## src/rtl/rd_port_arbiter.sv

```systemverilog
// Round-robin arbiter for the async-FIFO read port: hands rdata to one consumer at a time in bursts of up to BURST words.
// Latency: req to grant 1 edge, grant to first pop 1 cycle, pop to out_valid 1 edge (minimum 2 edges req to out_valid).
// Backpressure: a pop is issued only when the output register is empty or being accepted the same cycle, so ready low stalls the FIFO.
module rd_port_arbiter #(
  parameter int DSIZE = 8,
  parameter int NREQ  = 4,
  parameter int IDW   = 2,
  parameter int BURST = 4
) (
  input  logic             rclk,
  input  logic             rrst_n,
  input  logic             rempty,
  input  logic [DSIZE-1:0] rdata,
  output logic             rinc,
  input  logic [NREQ-1:0]  req,
  input  logic [NREQ-1:0]  ready,
  output logic             out_valid,
  output logic [DSIZE-1:0] out_data,
  output logic [NREQ-1:0]  out_gnt,
  output logic [IDW-1:0]   out_id
);

  // Counter is wide enough to hold BURST itself so it can saturate there.
  localparam int CW = $clog2(BURST + 1);
  localparam logic [CW-1:0] BMAX = CW'(BURST);

  localparam logic [1:0] S_IDLE  = 2'd0;
  localparam logic [1:0] S_BURST = 2'd1;
  localparam logic [1:0] S_DRAIN = 2'd2;

  logic [1:0]     state;
  logic [CW-1:0]  cnt;
  logic [IDW-1:0] last_win;

  logic [IDW-1:0] pick_id;
  logic           pick_hit;
  logic [IDW-1:0] cand;
  logic           accept;
  logic           cnt_room;
  logic           out_free;
  logic           last_pop;

  // Round-robin search: first requester strictly after the previous winner, wrapping.
  always_comb begin
    pick_id  = '0;
    pick_hit = 1'b0;
    cand     = '0;
    for (int i = 1; i <= NREQ; i++) begin
      cand = IDW'((int'(last_win) + i) % NREQ);
      if (!pick_hit && req[cand]) begin
        pick_hit = 1'b1;
        pick_id  = cand;
      end
    end
  end

  // Only the granted consumer's ready counts; everyone else's is ignored.
  assign accept   = out_valid & ready[out_id];
  assign cnt_room = (cnt < BMAX);
  assign out_free = !out_valid | accept;

  // Pop strobe is combinational so it can drop in the same cycle rempty rises.
  // rrst_n gates it so no pop escapes while the block is held in reset.
  assign rinc = rrst_n & (state == S_BURST) & !rempty & req[out_id] & out_free & cnt_room;

  // This pop fills the burst quota, so the burst closes on this edge.
  assign last_pop = rinc & ((cnt + CW'(1)) == BMAX);

  // Grant FSM, burst counter and output register.
  always_ff @(posedge rclk) begin
    if (!rrst_n) begin
      state     <= S_IDLE;
      cnt       <= '0;
      last_win  <= IDW'(NREQ - 1);
      out_gnt   <= '0;
      out_id    <= '0;
      out_valid <= 1'b0;
      out_data  <= '0;
    end else begin
      case (state)
        S_IDLE: begin
          if (pick_hit) begin
            out_gnt  <= {{(NREQ-1){1'b0}}, 1'b1} << pick_id;
            out_id   <= pick_id;
            last_win <= pick_id;
            cnt      <= '0;
            state    <= S_BURST;
          end
        end

        S_BURST: begin
          if (rinc) begin
            out_data  <= rdata;
            out_valid <= 1'b1;
            cnt       <= cnt + CW'(1);
          end else if (accept) begin
            out_valid <= 1'b0;
          end
          // Close the burst on quota or when the consumer lets go; an empty
          // FIFO with the request still held just waits here.
          if (last_pop || !req[out_id] || !cnt_room) begin
            state <= S_DRAIN;
          end
        end

        S_DRAIN: begin
          // Keep the grant until any pending word has been taken.
          if (out_free) begin
            out_valid <= 1'b0;
            out_gnt   <= '0;
            out_id    <= '0;
            state     <= S_IDLE;
          end
        end

        default: begin
          state     <= S_IDLE;
          out_valid <= 1'b0;
          out_gnt   <= '0;
          out_id    <= '0;
        end
      endcase
    end
  end

endmodule

```

## config.mk

```make
export PLATFORM = sky130hd
export DESIGN_NAME = rd_port_arbiter
export DESIGN_NICKNAME = d
export VERILOG_FILES = /design/src/rtl/rd_port_arbiter.sv
export SDC_FILE = /design/constraint.sdc
export NUM_CORES = 1
export LEC_CHECK = 0
export CAP_MARGIN = 20
export CORE_MARGIN = 10
export CORE_UTILIZATION = 35
export DETAILED_ROUTE_END_ITERATION = 12
export PLACE_DENSITY = 0.72
export REMOVE_ABC_BUFFERS = 1
export SETUP_SLACK_MARGIN = 0.5
export SYNTH_ARGS = -nofsm -noshare
export SYNTH_HDL_FRONTEND = slang
export SYNTH_SLANG_ARGS = --single-unit
```

## constraint.sdc

```tcl
create_clock -name rclk -period 1.4 [get_ports rclk]
set_input_delay 0.14 -clock rclk [delete_from_list [all_inputs] [get_ports rclk]]
set_output_delay 0.14 -clock rclk [all_outputs]
set_load 0.01 [all_outputs]
```

Word level (Yosys, flattened, before mapping). Cells that the tools add are included.

Register bits after elaboration: 22. Bits of input ports: 19. Output and inout port bits: 16. Logic and storage cells: 93.

Add/sub/neg operators: 5. $lt $le $gt $ge: 6. Eq/ne operators: 8. Shifts and indexed selects: 1. Multiplexer cells: 36. Bitwise logic cells: 10. Reduce and logical (&&, ||, !) cells: 20.

Operator list (number): two-way mux 2 bit (8); < comparator 2 x 3 -> 1 bit (second input constant) (5); two-way mux 1 bit (13); binary-select mux 1 bit (select 2 bit) (6); one-hot mux 2 bit (3 select lines) (2); one-hot mux 4 bit (3 select lines) (1); AND reduction 3 bit (4); two-way mux 4 bit (2); AND 1 bit (7); zero test 1 bit (7); two-way mux 3 bit (2); != test 2 bit (second input constant) (3); one-hot mux 3 bit (2 select lines) (1); adder 2 x 1 -> 2 bit (second input constant) (2); adder 2 bit (second input constant) (2); AND reduction 2 bit (2); left shift 1 x 2 -> 4 bit (first input constant) (1); adder 3 x 1 -> 3 bit (second input constant) (1); == test 3 bit (second input constant) (1); logical AND 1 bit (3); < comparator 3 bit (second input constant) (1); != test 3 bit (second input constant) (1); one-hot mux 1 bit (3 select lines) (1); == test 2 x 1 -> 1 bit (second input constant) (1); 7 further kinds (9).

Logic depth before layout (Yosys ltp). Gate-level depths: netlist of the first run.

Word-level depth: 16. Depth in mapped cells: 6.

Worst setup path before layout of the first run. OpenSTA, ideal clock, no wires.

Path kind: register to register. Start: register out_id[0]. End: register cnt[2]. Data arrival time: 1480 ps. Setup slack: -196 ps. Cell stages (with the launch flop): 6. Path buffers: 1. Period minus slack after synthesis: 1596 ps. Cells stage by stage: dfxtp_1 > mux4_2 > and2_4 > buf_6 > a32oi_1 > nor2_1.

Cells in the longest elaborated chain, start to end: 8. Elaborated cells on any way between the ends: 11. Those cells by class: 1 x eq/ne; 4 x mux; 5 x bitwise; 1 x reduce/logical.

RTL lines: from (decl) (RTL line 20) `output logic [IDW-1:0] out_id`; from (signal assigned) (RTL line 84) `out_id <= pick_id;`; binary-select mux 1 bit (select 2 bit) (RTL line 58) `assign accept = out_valid & ready[out_id];`; two-way mux 1 bit (not written as such) (RTL line 58); AND 1 bit (RTL line 58); bitwise OR 1 bit (RTL line 60) `assign out_free = !out_valid | accept;`; AND 1 bit (*) (2 in a row) (RTL line 64) `assign rinc = rrst_n & (state == S_BURST) & !rempty & req[out_id] & out_free & cnt_room;`; != test 2 bit (no source line) (*); AND reduction 3 bit (no source line) (*); to (signal assigned) (RTL line 95) `cnt <= cnt + CW'(1);`; to (decl) (RTL line 32) `logic [CW-1:0] cnt;`.

Mark *: on every way between the ends. The rest lies on a longest branch, timed or not. The select of a mux whose other input is x is not followed. A chain may end at the register's enable or synchronous reset.

Worst setup path in the final report of the first run.
Start: register out_id[0]. End: output port rinc.

Cells in the longest elaborated chain, start to end: 6. Elaborated cells on any way between the ends: 9. Those cells by class: 4 x mux; 5 x bitwise.

RTL lines: binary-select mux 1 bit (select 2 bit) (RTL line 58); two-way mux 1 bit (not written as such) (RTL line 58); AND 1 bit (RTL line 58); bitwise OR 1 bit (RTL line 60); AND 1 bit (*) (2 in a row) (RTL line 64); to (decl) (RTL line 14) `output logic rinc,`.

Marks and branches as above.

==> results.json, run 1 <==
{
  "dr.pass1.iters": 4,
  "globalRouteMet3Util_pct": 1.53,
  "r2r_slack_ps": -270,
  "port_buffers": 34,
  "grt_use_met1_pct": 12.1,
  "crit_type": "flip-flop to output pin",
  "combinationalPowerShare_pct": 36.3,
  "p_seq_share_pct": 43.3,
  "clock_sinks": 22,
  "num_io_pins": 35,
  "use_met2_pct": 20.6,
  "grt_use_total_pct": 11.2,
  "drive_gt1_share_pct": 45.9,
  "finalSetupViolations": 20,
  "n_antenna_cell": 0,
  "status": "finished, violations left",
  "postPlaceCellArea_um2": 1570,
  "hp-class": "input pin to flip-flop",
  "relSlewSlack_pct": 70.9,
  "place_congestion": 0.804,
  "numCtsBuffers": 3,
  "antenna_found_initial": 0,
  "setup_slack_ps": -296,
  "synth_area_leaders": "dfxtp_1 (40%), nand2_1 (6.1%), o21ai_0 (5.9%)",
  "drt_iter0_markers": 72,
  "p_sw_share_pct": 31.5,
  "detail-route-antenna-nets": 0,
  "yosysTopAreaCellShare_pct": 40.0,
  "grt_overflow": 0,
  "failed_checks": "negative setup slack",
  "vias_per_cell": 5.24,
  "ctsHtreeMaxLevel": 1,
  "synthTopCellsByCount": "dfxtp_1 (22), nand2_1 (18), o21ai_0 (13)",
  "fin_worst_skew_ps": 2.08,
  "nNetsFinal": 205,
  "crit_path_max_fanout": 5,
  "grt_setup_unrepaired": "true",
  "grt_pass1_vias": 1148,
  "period_needed_ps": 1700,
  "post_synth_num_cell_types": 41,
  "drc": 0,
  "tritoncts": "done",
  "cts_buffer_depth": 2,
  "root_buffer": "clkbuf_4",
  "internal_power_mw": 1.19,
  "synthToLayoutAreaGrowth_pct": 65.2,
  "async_flop_share_pct": 0,
  "initial_core_util_pct": 36.4,
  "cts_hold_buf": 0,
  "synth_seq_area_share_pct": 40.0,
  "synth_area_um2": 1100,
  "ir_drop_uv": 524,
  "switching_power_uw": 549,
  "synthFlopType": "dfxtp_1",
  "wl_per_cell_um": 15.6,
  "grt_max_degree": 22,
  "period_share_pct": 121,
  "pre_cts_ws_ps": -520,
  "avgSynthCellArea_um2": 8.61,
  "die_w_um": 76.1,
  "worstPathArrival_ps": 1560,
  "pwr_density_cell_nw_per_um2": 957,
  "cp-start-kind": "flip-flop",
  "ys_warn_count": 0,
  "core_area_um2": 3030,
  "yosys.area.top_type": "dfxtp_1",
  "path_clk_slew_ps": 120,
  "drv_slew": 0,
  "die_area_um2": 5790,
  "grt_pass1_wl_um": 5470,
  "tightest_slew_ps": 436,
  "synthCells": 128,
  "clkPwrFrac_pct": 20.4,
  "clkLatencyLatePin_ps": 310,
  "rows": 20,
  "synth_edf_count": 0,
  "hold_violations": 0,
  "fin_area_um2": 1820,
  "maxCapViolations": 0,
  "globalRoute.busiestLayer": "met2",
  "end_kind": "output pin",
  "die_y_um": 76.1,
  "ys_seq_elements": 22,
  "hpwl_um": 2530,
  "p_leak_nw": 0.748,
  "critPathRequiredTime_ps": 1260,
  "totalWireLength_um": 3540,
  "synth_most_common_cell": "dfxtp_1",
  "fmax_mhz": 590,
  "via_count": 1190
}
-- what timing repair did --
action                                  4_1_cts  5_1_grt
buffers inserted                              1        6
endpoints found under the setup margin       38       38
gates resized for setup                     114       15
hold endpoints to repair                      0        0
pin swaps                                     7        3
-- final timing paths --
| check | startpoint | endpoint | cells after the start |
|---|---|---|---|
| worst max-delay path | out_id[0]$_SDFFE_PN0P_ | rinc | 4 |
| worst min-delay path | req[2] | last_win[0]$_SDFFE_PN1P_ | 4 |
| worst max register to register | out_id[0]$_SDFFE_PN0P_ | out_valid$_SDFFE_PN0P_ | 5 |
| worst min register to register | out_data[0]$_SDFFE_PN0P_ | out_data[0]$_SDFFE_PN0P_ | 2 |
-- cells by family after synthesis --
logic type | count (synthesis) | share of synthesized area (%)
buffers and inverters | 11 | 6.01
multiplexers | 5 | 6.24
XOR/XNOR | 1 | 0.795
AO/OA/AOI/OAI | 36 | 21.2
AND/OR/NAND/NOR | 51 | 23.5
flip-flops | 22 | 40.0
adder cells (fa/ha/maj) | 2 | 2.27
-- metal layers --
layer | vias up | wire (um)
met5 | - | 0
met4 | 0 | 80
met3 | 7 | 77
met2 | 17 | 1940
met1 | 588 | 1450
li1 | 578 | -
-- power by group through the flow --
stage	combinational, mW	sequential (mW)	clock, mW
3_5_place_dp	0.516	0.753	0
6_report	0.632	0.755	0.356
3_3_place_gp	0.502	0.746	0
4_1_cts	0.561	0.753	0.364
2_1_floorplan	0.217	0.766	0
5_1_grt	0.677	0.767	0.386
-- cell usage in the layout, fill, tap and decap left out, drive strengths merged, types with 2 or more instances in the layout --
cell type / count
nor2b: 2
dfxtp: 22
nand3: 12
o22a: 2
o22ai: 3
dlygate4sd2: 2
ha: 2
dlymetal6s2s: 2
nor4: 2
o2bb2ai: 2
clkbuf: 4
clkdlybuf4s50: 15
mux2: 2
nand2: 18
nand2b: 5
buf: 39
o211ai: 2
mux2i: 2
inv: 4
nor3: 2
o21ai: 15
nor2: 4
a21oi: 4
-- metrics by stage --
| stage | power (mW) | hold slack [ps] | std cells | TNS, ps | util (%) |
|---|---|---|---|---|---|
| final | 1.74 | 362 | 227 | -2760 | 60.1 |
| after CTS | 1.68 | 364 | 221 | -2580 | 56.8 |
| after detailed placement | 1.27 | 454 | 216 | -7430 | 52.0 |
| after global placement | 1.25 | 440 | 216 | -6640 | 52.0 |
| after floorplan | 0.983 | 212 | 121 | -2240 | - |
| after global routing | 1.83 | 362 | 227 | -3930 | 60.1 |
-- layout make-up --
cell class | instances | area [um2]
Timing Repair Buffer | 58 | 547
Clock buffer | 4 | 36.3
Inverter | 4 | 15.0
Multi-Input combinational cell | 95 | 702
Tap cell | 44 | 55.1
Fill cell | 236 | 1210
Sequential cell | 22 | 465
-- worst max-delay path, stage by stage, from the launching register on --
cell and delay [ps]:
dfxtp_4 410, mux4_2 550, nand2_2 100, nor2_2 40, buf_2 150
-- registers in the layout, indices dropped and copies added (netlist names) --
register / count
last_win: 2
out_data: 8
state: 2
cnt: 3
out_id: 2
out_valid: 1
out_gnt: 4
Note: power is estimated with default switching activity, not from simulation.
==> inputs of run 2 (changes only) <==
Settings changed: PLACE_DENSITY 0.72 to 0.69.
Clock period 1.4 ns to 2.2 ns, I/O delays scaled along.
==> results.json, run 2 (synthesis results as in run 1) <==
{
  "status": "complete, no violations",
  "grt_pass1_vias": 1026,
  "hold_violations": 0,
  "path_buf_inv": 1,
  "core_area_um2": 3030,
  "finalSetupViolations": 0,
  "path_cells": "mux4_2, nand2_2, nor2_2, buf_2",
  "final_cell_mix": "clkdlybuf4s50_1 (33), dfxtp_1 (20), nand2_1 (17), o21ai_0 (13), nand3_1 (12)",
  "final_common_cell": "clkdlybuf4s50_1",
  "drt_iter0_markers": 64,
  "fmax_mhz": 572,
  "path_clk_slew_ps": 120,
  "drive_gt1_share_pct": 13.0,
  "pwr_density_cell_nw_per_um2": 626,
  "tns_ps": 0,
  "drc": 0,
  "grt_use_total_pct": 9.78,
  "period_needed_ps": 1750,
  "min_to": "out_data[7]$_SDFFE_PN0P_",
  "hpwl_um": 2260,
  "finalPower_uw": 951,
  "die_w_um": 76.1,
  "reg.largest.list": "out_data: 8 flops, out_gnt: 4 flops, cnt: 3 flops",
  "pre_cts_ws_ps": 103,
  "r2r_slack_ps": 560,
  "crit_type": "flip-flop to output pin",
  "clkLatencyLatePin_ps": 310,
  "wl_per_cell_um": 14.2,
  "die_area_um2": 5790,
  "r2r.worst_path.cells": 5,
  "slowest_stage": "mux4_2",
  "combinationalPowerShare_pct": 30.2,
  "crit_family": "multiplexers",
  "switching_power_uw": 298,
  "maxCapViolations": 0,
  "clkPwrFrac_pct": 19.5,
  "cp-start-kind": "flip-flop",
  "initial_core_util_pct": 36.4,
  "die_y_um": 76.1,
  "detail-route-antenna-nets": 0,
  "fin_worst_skew_ps": 1.21,
  "root_buffer": "clkbuf_4",
  "setup_slack_ps": 452,
  "port_buffers": 34,
  "vias_per_cell": 5.22,
  "place_congestion": 0.770,
  "critPathRequiredTime_ps": 1980,
  "via_count": 1075,
  "reg2reg_from": "out_id[0]$_SDFFE_PN0P_",
  "synthToLayoutAreaGrowth_pct": 37.8,
  "numCtsBuffers": 3,
  "period_share_pct": 79.5,
  "cts_hold_buf": 0,
  "p_seq_share_pct": 50.3,
  "num_io_pins": 35,
  "largest_reg_flops": 8,
  "ir_drop_uv": 267,
  "grt_pass1_wl_um": 4850,
  "end_kind": "output pin",
  "tritoncts": "done",
  "grt_max_degree": 22,
  "clock_sinks": 22,
  "holdPathStages": 3,
  "post_cts_buffers": 0,
  "max_stage_delay_ps": 540,
  "regMostFlops": "out_data",
  "crit_path_max_fanout": 5,
  "p_sw_share_pct": 31.4,
  "nNetsFinal": 185,
  "relSlewSlack_pct": 73.3,
  "grt_setup_unrepaired": "true",
  "totalWireLength_um": 2920,
  "tightest_slew_ps": 401,
  "drv_slew": 0,
  "dr.pass1.iters": 5,
  "rr_endpoint": "out_valid$_SDFFE_PN0P_",
  "worstPathArrival_ps": 1530,
  "min_from": "rdata[7]",
  "p_leak_nw": 0.552,
  "grt_overflow": 0,
  "ctsHtreeMaxLevel": 1,
  "internal_power_uw": 652,
  "cts_buffer_depth": 2,
  "rows": 20,
  "antenna_found_initial": 0,
  "n_antenna_cell": 0,
  "hp-class": "input pin to flip-flop"
}
==> run 2: timing repair <==
action	4_1_cts	5_1_grt
endpoints found under the hold margin	0	0
resized for setup	11	0
pin swaps	1	0
endpoints found under the setup margin	4	3
==> run 2: how the worst max path moves through the flow <==
stage                           startpoint                     end  slack [ps]  cells past startpoint
global placement                    req[3]                    rinc         130                      5
CTS                 out_id[0]$_SDFFE_PN0P_                    rinc         450                      4
detailed placement                  req[3]                    rinc         100                      5
finish              out_id[0]$_SDFFE_PN0P_                    rinc         450                      4
floorplan           out_id[0]$_SDFFE_PN0P_  out_valid$_SDFFE_PN0P_         550                      4
global route        out_id[0]$_SDFFE_PN0P_                    rinc         390                      4
==> run 2: power groups by stage <==
| stage | clock network (mW) | logic (mW) | registers (mW) |
|---|---|---|---|
| after floorplan | 0 | 0.138 | 0.488 |
| after global placement | 0 | 0.271 | 0.484 |
| after detailed placement | 0 | 0.278 | 0.486 |
| after CTS | 0.187 | 0.289 | 0.478 |
| after global routing | 0.203 | 0.313 | 0.486 |
| final | 0.185 | 0.287 | 0.478 |
==> run 2: area by class of cell <==
class / count / area [um2]
fill: 296 / 1510
multi-input combinational: 95 / 616
inverter: 4 / 15.0
tap: 44 / 55.1
timing repair buffer: 38 / 365
clock buffer: 3 / 22.5
sequential: 22 / 445
==> run 2: metal layers <==
layer  wire [um]  vias up  global-route usage, %
met5           0        -                      0
met4          72        0                   5.02
met3          69        8                   1.42
met2        1470       17                   16.6
met1        1300      517                   11.6
li1            -      533                      -
==> run 2: worst register-to-register path, cell delays in order, from the launching register on <==
cell and delay (ps):
dfxtp_4 410, mux4_2 540, nand2_2 90, nor2_2 40, buf_4 170, o31a_1 290
==> run 2: per-stage QoR <==
stage / area [um2] / std cells / hold WS, ps / util (%)
2_1_floorplan: 1050 / 121 / 292 / -
3_3_place_gp: 1480 / 203 / 439 / 48.8
3_5_place_dp: 1480 / 203 / 452 / 48.8
4_1_cts: 1520 / 206 / 456 / 50.2
5_1_grt: 1520 / 206 / 473 / 50.2
6_report: 1520 / 206 / 460 / 50.2
